**src/rtl/my_skid_reg.sv**
```systemverilog
// my_skid_reg: two-entry valid/ready skid buffer.
//
// Sits downstream of a plain enable/reset data register and turns its output
// into a fully handshaken stage. The second (skid) entry absorbs the beat
// that arrives in the same cycle the downstream stalls. Because of that,
// in_ready_o only depends on registered state plus the rst/flush/enable
// controls, and never on out_ready_i. This breaks long ready chains while
// still sustaining one beat per cycle.
//
// Ports:
//   clk_i        clock, all state updates on posedge
//   rst_i        synchronous active-high reset
//   en_i         stage enable; low freezes state and blocks both handshakes
//   flush_i      synchronous flush; drops buffered beats, keeps data values
//   in_valid_i   upstream beat valid
//   in_ready_o   stage can accept a beat this cycle
//   in_data_i    upstream data
//   out_valid_o  main entry holds a beat
//   out_ready_i  downstream accepts
//   out_data_o   main entry data
//   level_o      occupancy (0, 1 or 2)
module my_skid_reg #(
    parameter int                DATA_W  = 8,
    parameter logic [DATA_W-1:0] RST_VAL = {DATA_W{1'b0}}
) (
    input  logic              clk_i,
    input  logic              rst_i,
    input  logic              en_i,
    input  logic              flush_i,
    input  logic              in_valid_i,
    output logic              in_ready_o,
    input  logic [DATA_W-1:0] in_data_i,
    output logic              out_valid_o,
    input  logic              out_ready_i,
    output logic [DATA_W-1:0] out_data_o,
    output logic [1:0]        level_o
);

    // Occupancy decoded from {main_v, skid_v}; 01 cannot be reached.
    typedef enum logic [1:0] {
        EMPTY = 2'b00,
        ONE   = 2'b10,
        FULL  = 2'b11
    } state_t;

    logic              main_v, skid_v;
    logic [DATA_W-1:0] main_d, skid_d;

    logic              main_v_nxt, skid_v_nxt;
    logic [DATA_W-1:0] main_d_nxt, skid_d_nxt;

    logic   in_fire, out_fire;
    state_t state;

    assign state = state_t'({main_v, skid_v});

    // Ready is taken from skid_v (registered) rather than from out_ready_i.
    assign in_ready_o  = en_i & ~rst_i & ~flush_i & ~skid_v;
    assign out_valid_o = main_v & en_i & ~flush_i;
    assign out_data_o  = main_d;
    assign level_o     = {1'b0, main_v} + {1'b0, skid_v};

    assign in_fire  = in_valid_i & in_ready_o;
    assign out_fire = out_valid_o & out_ready_i;

    always_comb begin
        main_v_nxt = main_v;
        skid_v_nxt = skid_v;
        main_d_nxt = main_d;
        skid_d_nxt = skid_d;

        if (flush_i) begin
            // Only the valids are dropped; stale data is harmless.
            main_v_nxt = 1'b0;
            skid_v_nxt = 1'b0;
        end else if (en_i) begin
            case (state)
                EMPTY: begin
                    if (in_fire) begin
                        main_v_nxt = 1'b1;
                        main_d_nxt = in_data_i;
                    end
                end
                ONE: begin
                    if (in_fire && out_fire) begin
                        main_d_nxt = in_data_i;
                    end else if (in_fire) begin
                        // Downstream stalled: park the new beat behind main.
                        skid_v_nxt = 1'b1;
                        skid_d_nxt = in_data_i;
                    end else if (out_fire) begin
                        main_v_nxt = 1'b0;
                    end
                end
                FULL: begin
                    // in_ready_o is low here, so only the drain side moves.
                    if (out_fire) begin
                        main_d_nxt = skid_d;
                        skid_v_nxt = 1'b0;
                    end
                end
                default: begin
                    // Unreachable skid-only state; fall back to empty.
                    main_v_nxt = 1'b0;
                    skid_v_nxt = 1'b0;
                end
            endcase
        end
    end

    always_ff @(posedge clk_i) begin
        if (rst_i) begin
            main_v <= 1'b0;
            skid_v <= 1'b0;
            main_d <= RST_VAL;
            skid_d <= RST_VAL;
        end else begin
            main_v <= main_v_nxt;
            skid_v <= skid_v_nxt;
            main_d <= main_d_nxt;
            skid_d <= skid_d_nxt;
        end
    end

endmodule
```
**config.mk**
```make
export PLATFORM = sky130hd
export DESIGN_NAME = my_skid_reg
export DESIGN_NICKNAME = d
export VERILOG_FILES = /design/src/rtl/my_skid_reg.sv
export SDC_FILE = /design/constraint.sdc
export NUM_CORES = 1
export LEC_CHECK = 0
export CAP_MARGIN = 20
export CORE_MARGIN = 4
export CORE_UTILIZATION = 42
export DETAILED_ROUTE_END_ITERATION = 10
export PLACE_DENSITY = 0.74
export SYNTH_ARGS = -nofsm -noshare
export SYNTH_HDL_FRONTEND = slang
export SYNTH_SLANG_ARGS = --single-unit
```
**constraint.sdc**
```tcl
create_clock -name clk_i -period 2.2 [get_ports clk_i]
set_input_delay 0.66 -clock clk_i [delete_from_list [all_inputs] [get_ports clk_i]]
set_output_delay 0.66 -clock clk_i [all_outputs]
set_load 0.02 [all_outputs]
```
==> impl_metrics.tcl <==
set metrics [dict create \
    critPathSlowestCell "or4b_1" \
    crit_chain "clkdlybuf4s50_1, nor3b_2, nand2_1, or4b_1, a2111oi_2" \
    leakage_nw 0.619 \
    relSlewSlack 0.692 \
    dp_hpwl_um 1570 \
    worst-path-buf-inv 1 \
    synthTopCellsByCount "19 x nor2_1, 18 x dfxtp_1, 16 x mux2i_1" \
    cts_max_level 1 \
    die_h_um 55.9 \
    maxCapViolCount 0 \
    synth_cells 99 \
    grt_pass1_wl_um 3550 \
    critPathKind "input port to flop" \
    avgSynthCellArea_um2 9.73 \
    pre_cts_slack_ps -516 \
    io_pins 26 \
    worst_ep_required_time_ps 2390 \
    critPathLaunchType "input port" \
    clk_path_buf_depth 2 \
    worst_pin_slew_ps 461 \
    worstPathMaxFanout 2 \
    syn_to_final_growth_pct 44.8 \
    synth_top_area_frac 0.374 \
    drv_slew 0 \
    crit_family "simple AND/OR/NAND/NOR gates" \
    layout-drive-gt1-share 0.261 \
    via_per_inst 5.04 \
    cts_tree "yes" \
    post-cts-setup-buffers 0 \
    ys_types 25 \
    port-buffer-count 25 \
    path_clk_slew_ps 110 \
    yosys_warnings 0 \
    grt_pass1_vias 849 \
    synth_edf_count 0 \
    dieArea_um2 3120 \
    ys_seq_area_frac 0.374 \
    yosys.area.top_type "dfxtp_1" \
    powerDensity_nw_per_um2 448 \
    cts-root-buf "clkbuf_4" \
    ys.flop_type "dfxtp_1" \
    final_hold_viol_count 0 \
    row_count 17 \
    die_w_um 55.9 \
    synth.top_cells.by_area "dfxtp_1 37%, mux2i_1 17%, mux2_2 9.4%" \
    endpoint_kind "flop" \
    clkSinkCount 18 \
    setup_viol 0 \
    status "finished, final reports clean" \
    diodes 0 \
    vias 836 \
    layout.cells.non_filler 166 \
    clkLatencyLatePin_ps 280 \
    dr.pass1.iters 4 \
    syn-cell-area_um2 963 \
    drt_iter0_markers 17 \
    numCtsBuffers 3 \
    vdd_ir_drop_max_mv 0.497 \
    worst-endpoint-arrival_ps 2300 \
    dp_cells 162 \
    initial_utilization 0.440 \
    grt_max_degree 27 \
    wire_per_inst_um 12.4 \
    hold_path_class "flop to flop" \
    fin_total_pwr_mw 0.625 \
    track_usage 0.136 \
    setup_ws_ps 97.2 \
    wirelength_um 2050 \
    grt_remaining_overflow 0 \
    fin_crit_ps 2100 \
    rsz0062_at_grt "false" \
    drc 0 \
    nFillCells 182 \
    drtAntennaViolNets 0 \
    core_area_um2 2190 \
    yosys_register_bits 18 \
    syn-num-nets 117 \
    yosysMostFrequentCell "nor2_1" \
    fmaxAchievable_ghz 0.476 \
    cts_hold_buf 0 \
    gp_congestion 0.810 \
    synthArstFlopShare 0 \
    critical_path.max_stage_delay_ps 520 \
    antenna_found_initial 0 \
    skew_ps 5.91 \
    final_nets 157 \
    fin_crit_sh 0.956 \
]
-- flip-flops by register name (all words and copies together) (netlist names) --
register    count
out_data_o      8
main_v          1
skid_d          8
skid_v          1
-- worst paths after layout --
check | start | slack [ps] | depth (start not counted) | endpoint
worst min-delay path | skid_d[2] | 510 | 2 | skid_d[2]
worst max register to register | skid_v | 280 | 6 | out_data_o[4]
worst max-delay path | in_valid_i | 100 | 5 | skid_v
worst min register to register | skid_d[2] | 510 | 2 | skid_d[2]
-- per-layer routing --
metal | routed length, um | part of all wire | global-route usage
met1 | 958 | 0.47 | 0.168
met2 | 963 | 0.47 | 0.235
met3 | 121 | 0.059 | 0.0325
met4 | 10 | 0.0049 | 0.0373
met5 | 0 | 0 | 0
-- metrics by stage --
step	hold WS [ps]	setup TNS, ps	utilization	instance area (um2)
after floorplan	463	0	-	976
after global placement	476	-4090	0.615	1350
after detailed placement	487	-5010	0.615	1350
after CTS	513	0	0.632	1380
after global routing	544	0	0.637	1400
final	507	0	0.637	1400
-- layout make-up --
type,count,area (um2),area share
inverter,2,7.51,0.00538
tap,28,35.0,0.0251
timing repair buffer,39,352,0.252
sequential,18,360,0.258
multi-input combinational,75,604,0.433
clock buffer,4,36.3,0.0260
-- cells by family after synthesis --
group | share of synthesized area
simple gates | 0.219
compound gates | 0.0688
mux | 0.260
flops | 0.374
buf+inv | 0.0260
fa+ha+maj | 0.0520
-- worst min-delay path: stages, from the launching register on --
cell and delay, ps:
dfxtp_1 340, mux2i_1 70, nor2_1 70
-- power by group --
part | total, mW | internal [mW] | switching, mW
combinational | 0.0918 | 0.0515 | 0.0403
sequential | 0.331 | 0.330 | 0.00170
clock | 0.201 | 0.101 | 0.101
total | 0.625 | 0.482 | 0.143
-- what timing repair did --
| item | 4_1_cts | 5_1_grt |
|---|---|---|
| resized for setup | 17 | 3 |
| setup endpoints to repair | 13 | 9 |
| gates cloned | 0 | 0 |
-- cells in the final DEF (no fill, tap or decap), types with 2 or more instances in the layout --
master / n
a2111oi_2: 2
buf_4: 15
clkbuf_4: 3
clkdlybuf4s50_1: 18
dfxtp_1: 18
dlygate4sd2_1: 4
ha_1: 4
inv_1: 2
mux2_2: 8
mux2i_1: 16
nand2_1: 3
nor2_1: 19
nor2b_1: 8
Power figures use the tool's default switching activity.
